[config.mk]
export PLATFORM = sky130hd
export DESIGN_NAME = report_tx_scheduler
export DESIGN_NICKNAME = d
export VERILOG_FILES = /design/src/rtl/report_tx_scheduler.sv
export SDC_FILE = /design/constraint.sdc
export NUM_CORES = 1
export LEC_CHECK = 0
export ABC_CLOCK_PERIOD_IN_PS = 2900
export CORE_ASPECT_RATIO = 1.25
export CORE_MARGIN = 2
export CORE_UTILIZATION = 45
export DETAILED_ROUTE_END_ITERATION = 16
export PLACE_DENSITY = 0.69
export SYNTH_ARGS = -nofsm -noshare
export SYNTH_HDL_FRONTEND = slang
export SYNTH_SLANG_ARGS = --single-unit
[constraint.sdc]
create_clock -name clk -period 2.9 [get_ports clk]
set_input_delay 0.29 -clock clk [delete_from_list [all_inputs] [get_ports clk]]
set_output_delay 0.29 -clock clk [all_outputs]
set_load 0.005 [all_outputs]
[src/rtl/report_tx_scheduler.sv]
// Round-robin scheduler that shares one UART byte stream between three report
// sources and a heartbeat, sending a {tag, payload} frame per grant.
module report_tx_scheduler #(
  parameter int unsigned HB_TICKS = 24_000_000,
  parameter logic [7:0]  TAG_BASE = 8'h41
) (
  input  logic        clk,
  input  logic        rst,
  input  logic [2:0]  src_req,
  input  logic [23:0] src_data,
  input  logic        ovr_clr,
  output logic [7:0]  tx_data,
  output logic        tx_valid,
  input  logic        tx_ready,
  output logic        busy,
  output logic [3:0]  overrun,
  output logic [7:0]  frame_count
);

  // Handshake: a byte moves when tx_valid && tx_ready at a rising edge; once
  // tx_valid is high, tx_valid and tx_data hold until that transfer happens.

  typedef enum logic [1:0] {IDLE, TAG, DATA} state_t;

  localparam logic [31:0] HB_LOAD = 32'(HB_TICKS - 1);

  state_t      state, state_nxt;
  logic [3:0]  pending;
  logic [7:0]  payload [4];
  logic [1:0]  ptr;
  logic [7:0]  frame_data;
  logic [31:0] hb_cnt;
  logic        hb_fire;
  logic        found;
  logic        grant;
  logic [1:0]  winner;
  logic [3:0]  post;
  logic [7:0]  post_byte [4];
  logic [3:0]  ovr_evt;

  assign hb_fire = (HB_TICKS != 0) && (hb_cnt == 32'd0);

  // Search begins just after the last winner, wrapping through all four slots.
  always_comb begin
    found  = 1'b0;
    winner = ptr;
    for (int k = 1; k <= 4; k++) begin
      if (!found && pending[ptr + 2'(k)]) begin
        found  = 1'b1;
        winner = ptr + 2'(k);
      end
    end
    grant = found && (state == IDLE);
  end

  always_comb begin
    post         = {hb_fire, src_req};
    post_byte[0] = src_data[7:0];
    post_byte[1] = src_data[15:8];
    post_byte[2] = src_data[23:16];
    post_byte[3] = frame_count;
    for (int i = 0; i < 4; i++) begin
      ovr_evt[i] = post[i] && pending[i] && !(grant && (winner == 2'(i)));
    end
  end

  always_comb begin
    state_nxt = state;
    case (state)
      IDLE:    if (grant)    state_nxt = TAG;
      TAG:     if (tx_ready) state_nxt = DATA;
      DATA:    if (tx_ready) state_nxt = IDLE;
      default:               state_nxt = IDLE;
    endcase
  end

  always_ff @(posedge clk or posedge rst) begin
    if (rst) begin
      state       <= IDLE;
      tx_valid    <= 1'b0;
      tx_data     <= 8'h00;
      busy        <= 1'b0;
      ptr         <= 2'd3;
      frame_data  <= 8'h00;
      frame_count <= 8'h00;
    end else begin
      state    <= state_nxt;
      tx_valid <= (state_nxt != IDLE);
      busy     <= (state_nxt != IDLE);
      if (grant) begin
        tx_data    <= TAG_BASE + {6'd0, winner};
        ptr        <= winner;
        frame_data <= payload[winner];
      end else if (state == TAG && tx_ready) begin
        tx_data <= frame_data;
      end
      if (state == DATA && tx_ready) frame_count <= frame_count + 8'd1;
    end
  end

  // A post in the grant cycle re-arms the winner, so posting takes priority.
  always_ff @(posedge clk or posedge rst) begin
    if (rst) begin
      pending <= 4'd0;
      overrun <= 4'd0;
      for (int i = 0; i < 4; i++) payload[i] <= 8'h00;
    end else begin
      for (int i = 0; i < 4; i++) begin
        if (post[i]) begin
          pending[i] <= 1'b1;
          payload[i] <= post_byte[i];
        end else if (grant && (winner == 2'(i))) begin
          pending[i] <= 1'b0;
        end
      end
      overrun <= (ovr_clr ? 4'd0 : overrun) | ovr_evt;
    end
  end

  always_ff @(posedge clk or posedge rst) begin
    if (rst) begin
      hb_cnt <= HB_LOAD;
    end else if (HB_TICKS != 0) begin
      hb_cnt <= (hb_cnt == 32'd0) ? HB_LOAD : hb_cnt - 32'd1;
    end
  end

endmodule
== Yosys cells after proc, flatten, opt, wreduce, memory -nomap -nowiden ==
Cells that the tools add are included.
Cells by class
  muxes and demuxes: 35
  bitwise gates (word level): 2
  equal/unequal tests: 5
  reduce and logical (&&, ||, !) cells: 34
  add/sub/neg operators: 6
  order comparisons: 5
Operators by type and width (count)
  logical NOT 32 bit: 1
  2-to-1 mux 32 bit: 1
  2-to-1 mux 8 bit: 4
  subtractor 32 x 1 -> 32 bit, second input constant: 1
  logical AND 1 bit: 18
  binary-select mux 8 bit (select 2 bit): 1
  2-to-1 mux 1 bit: 16
  2-to-1 mux 2 bit: 7
  less-than comparator 2 x 3 -> 1 bit, second input constant: 4
  nonzero test 2 bit: 6
  adder 7 x 2 -> 8 bit, first input constant: 1
  adder 8 x 1 -> 8 bit, second input constant: 1
  binary-select mux 1 bit (select 2 bit): 4
  logical NOT 1 bit: 7
  == test 2 bit, second input constant: 3
  case mux 2 bit (3 select lines): 1
  adder 2 bit, second input constant: 2
  == test 2 x 1 -> 1 bit, second input constant: 2
  logical NOT 2 bit: 2
  2-to-1 mux 4 bit: 1
  bitwise OR 4 bit: 1
  >= comparator 3 bit, second input constant: 1
  NOT 2 -> 3 bit: 1
  adder 2 x 1 -> 2 bit, second input constant: 1
Storage, ports and cells
  output and inout bits: 22
  bits in registers: 101
  word-level logic and storage cells: 103
  input port bits: 31

== Logic depth before layout (Yosys ltp) ==
  depth after elaboration: 18
  mapped depth: 11

== Worst setup path after synthesis ==
No wires, ideal clock.
  path kind: register to register
  start point: reg hb_cnt[3]
  end point: reg payload[0] (netlist bit)
  cell stages (with the launch flop): 8
  arrival time: 2.192 ns
  clock period less this slack: 2.317 ns
  slack: 0.583 ns
  required time: 2.775 ns
  library setup time: 0.125 ns
  path through: dfstp_2 or4_1 buf_2 nor4_4 nand4b_2 nand2b_4 buf_6 mux2_4
On the way
  cells in the longest elaborated chain, start to end: 1
Ends and longest elaborated chain
  start: declaration: line 32  | logic [31:0] hb_cnt;
  start signal: assignment: line 124  | hb_cnt <= (hb_cnt == 32'd0) ? HB_LOAD : hb_cnt - 32'd1;
  logical NOT 32 bit: line 41  | assign hb_fire = (HB_TICKS != 0) && (hb_cnt == 32'd0);
  end signal: indexed assignment: line 111  | payload[i] <= post_byte[i];
  end: declaration: line 29  | logic [7:0] payload [4];
No other way between the ends.
A chain may end at the register's enable or synchronous reset.

== Final worst setup path ==
  start point: reg hb_cnt[3]
  end point: reg payload[1] (netlist bit)
Same word-level chain as after synthesis.

==> qor.yml <==
outcome:
  status: "completed"
clock_network:
  cts_tree: "yes"
  cts_buffer_depth: 2
  cts_inserted_buffers: 9
  cts_hold_buf: 0
  insertion_delay_ps: 340
  cts_resized: 0
  clkTransAtPathRegs_ps: 70
  post-cts-setup-buffer-count: 0
  root_buffer: "clkbuf_16"
  htree_levels: 3
  clock_sinks: 101
finish:
  final-seq-area_um2: 2552
  area_growth_syn_to_layout_pct: 20.89
  mostFrequentLayoutCells: "81 x dfrtp_1, 52 x clkdlybuf4s50_1, 40 x nand2_1"
  antenna_cells: 0
  fin_cells: 570
  final_nets: 473
  drive_above_1_share_pct: 18.37
  filler_cell_count: 858
  multiInputGateArea_um2: 1879
  final_common_cell: "dfrtp_1"
sta:
  hold_slack_ps: 446.0
  slew_viol_final: 0
  rsz0062_at_grt: "no"
  min_period_ps: 2573
  fin_setup_tns_ps: 0
  finalHoldViolCount: 0
  slew_headroom_pct: 58.79
  max_freq_mhz: 388.7
  worst_pin_slew_ps: 616.3
  period_share_pct: 88.71
  setup_violations: 0
  finalClockSkew_ps: 9.799
critical_path:
  required_ps: 3120
  critPathLaunchType: "flop"
  criticalPathCategory: "reg2reg"
  cp-startpoint: "hb_cnt[3]"
  endpoint_kind: "flop"
  critPathArrivalTime_ps: 2800
  path_max_fanout: 19
  r2r_start: "hb_cnt[3]"
hold_path:
  hp-class: "in2async"
logic_synthesis:
  syn_nets: 423
  syn-cell-area_um2: 4564
  ys_warn_count: 0
  synthArstFlopShare_pct: 100.0
  yosysUniqueCellTypes: 43
  synthCells: 386
  yosysSeqAreaShare_pct: 55.92
  ys.flop_type: "dfrtp_1"
  synth_seq_cells: 101
  avgSynthCellArea_um2: 11.82
  synth_edf_count: 0
route:
  drc: 0
  dr.pass1.iters: 4
  ant_nets: 0
  drt_iter0_drc: 145
  dr_total_vias: 2963
  vias_per_cell: 5.198
  wl_mm: 8.850
  wl_per_cell_um: 15.53
place:
  numPortBuffers: 52
  post-dp-hpwl_mm: 6.125
  placed_cells: 554
  gp_congestion: 0.7857
job:
  maxCapViolations: 0
power:
  power_density_nw_per_um2: 776.7
  ir_worst_vdd_mv: 0.3292
  p_leak_nw: 2.485
die:
  start_util_pct: 45.63
  fp.dieW_um: 94.08
  coreArea_um2: 10000
  dieArea_um2: 10970
  rows: 41
  io-pin-count: 53
  die_y_um: 116.6
global_routing:
  grt-ovfl-total: 0
  antenna_found_initial: 0
  grt_util_all_layers_pct: 17.34
  grt_pass1_wl_mm: 14.67
  grt_pass1_vias: 3004
  grt_max_degree: 102
==> worst max-delay path, stage by stage, from the launching register on <==
cell and delay (ps):
dfstp_2 390, or4_1 690, nor4_4 420, nand4b_2 250, nand2b_4 330, mux2_4 350
==> flip-flops by register name, indices dropped and copies added, names as in the netlist <==
signal	count
hb_cnt	32
frame_count	8
overrun	4
frame_data	8
pending	4
state	2
tx_data	8
busy	1
payload	32
ptr	2
==> cell usage after synthesis (2+ instances only) <==
library cell	count	area [um2]
a21boi_0	2	15.01
a21oi_1	4	20.02
and3_1	2	12.51
buf_2	4	20.02
clkbuf_1	10	37.54
dfrtp_1	81	2027
dfstp_2	20	525.5
ha_1	6	75.07
inv_1	15	56.30
mux2_2	26	292.8
mux2_4	8	120.1
mux2i_1	25	250.2
nand2_1	40	150.1
nand2b_1	5	31.28
nand3_1	9	45.04
nand3b_1	3	22.52
nor2_1	26	97.59
nor2b_1	3	18.77
nor3_1	11	55.05
nor4_1	5	31.28
o21ai_0	6	30.03
o221ai_1	8	70.07
o22ai_1	4	25.02
o31ai_1	4	30.03
or2_2	2	12.51
or3_1	6	37.54
or4_1	7	52.55
xnor2_1	12	105.1
xor2_1	18	157.7
==> final timing paths <==
kind,endpoint,slack [ps],depth (start not counted)
hold / removal,frame_count[1],450,3
min in group clk,hb_cnt[0],460,1
setup reg to reg,payload[1],330,5
hold reg to reg,hb_cnt[0],460,1
max in group asynchronous,hb_cnt[24],2040,3
setup / recovery,payload[1],330,5
==> report_power, final <==
part | total (W) | internal (W) | switching (W)
Sequential | 0.00185 | 0.00166 | 0.000190
Combinational | 0.00123 | 0.000619 | 0.000607
Clock | 0.00121 | 0.000695 | 0.000517
==> per-layer routing <==
layer  vias up  track usage [%]  routed length (um)
met2        44            30.19                4552
met4         0            7.729                 168
met3        13            2.710                 301
met5         -                0                   0
li1       1441                -                   -
met1      1465            21.29                3828
==> cells by family (layout without fill, tap and decap cells) <==
| family | after synthesis | in the layout | share of synthesized area [%] |
|---|---|---|---|
| simple gates | 126 | 126 | 14.34 |
| flops | 101 | 101 | 55.92 |
| mux | 59 | 59 | 14.53 |
| compound gates | 32 | 32 | 4.825 |
| buf+inv | 32 | 87 | 2.988 |
| xor+xnor | 30 | 30 | 5.757 |
| fa+ha+maj | 6 | 6 | 1.645 |
==> metrics by stage <==
stage / instance area (um2) / util (%) / total power, W / worst slack [ps]
2_1_floorplan: 4568 / - / 0.002627 / 582.8
5_1_grt: 5518 / 55.16 / 0.004551 / 204.1
6_report: 5518 / 55.16 / 0.004286 / 327.3
4_1_cts: 5518 / 55.16 / 0.004340 / 328.1
3_3_place_gp: 5216 / 52.15 / 0.003073 / 374.7
3_5_place_dp: 5216 / 52.15 / 0.003110 / 341.2
==> final cells by class <==
| type | instances | share of cell area (%) |
|---|---|---|
| Sequential cell | 101 | 46.26 |
| Tap cell | 129 | 2.925 |
| Multi-Input combinational cell | 253 | 34.06 |
| Inverter | 15 | 1.088 |
| Clock buffer | 11 | 4.399 |
| Timing Repair Buffer | 56 | 10.20 |
| Clock inverter | 5 | 1.066 |
Power figures use the tool's default switching activity.
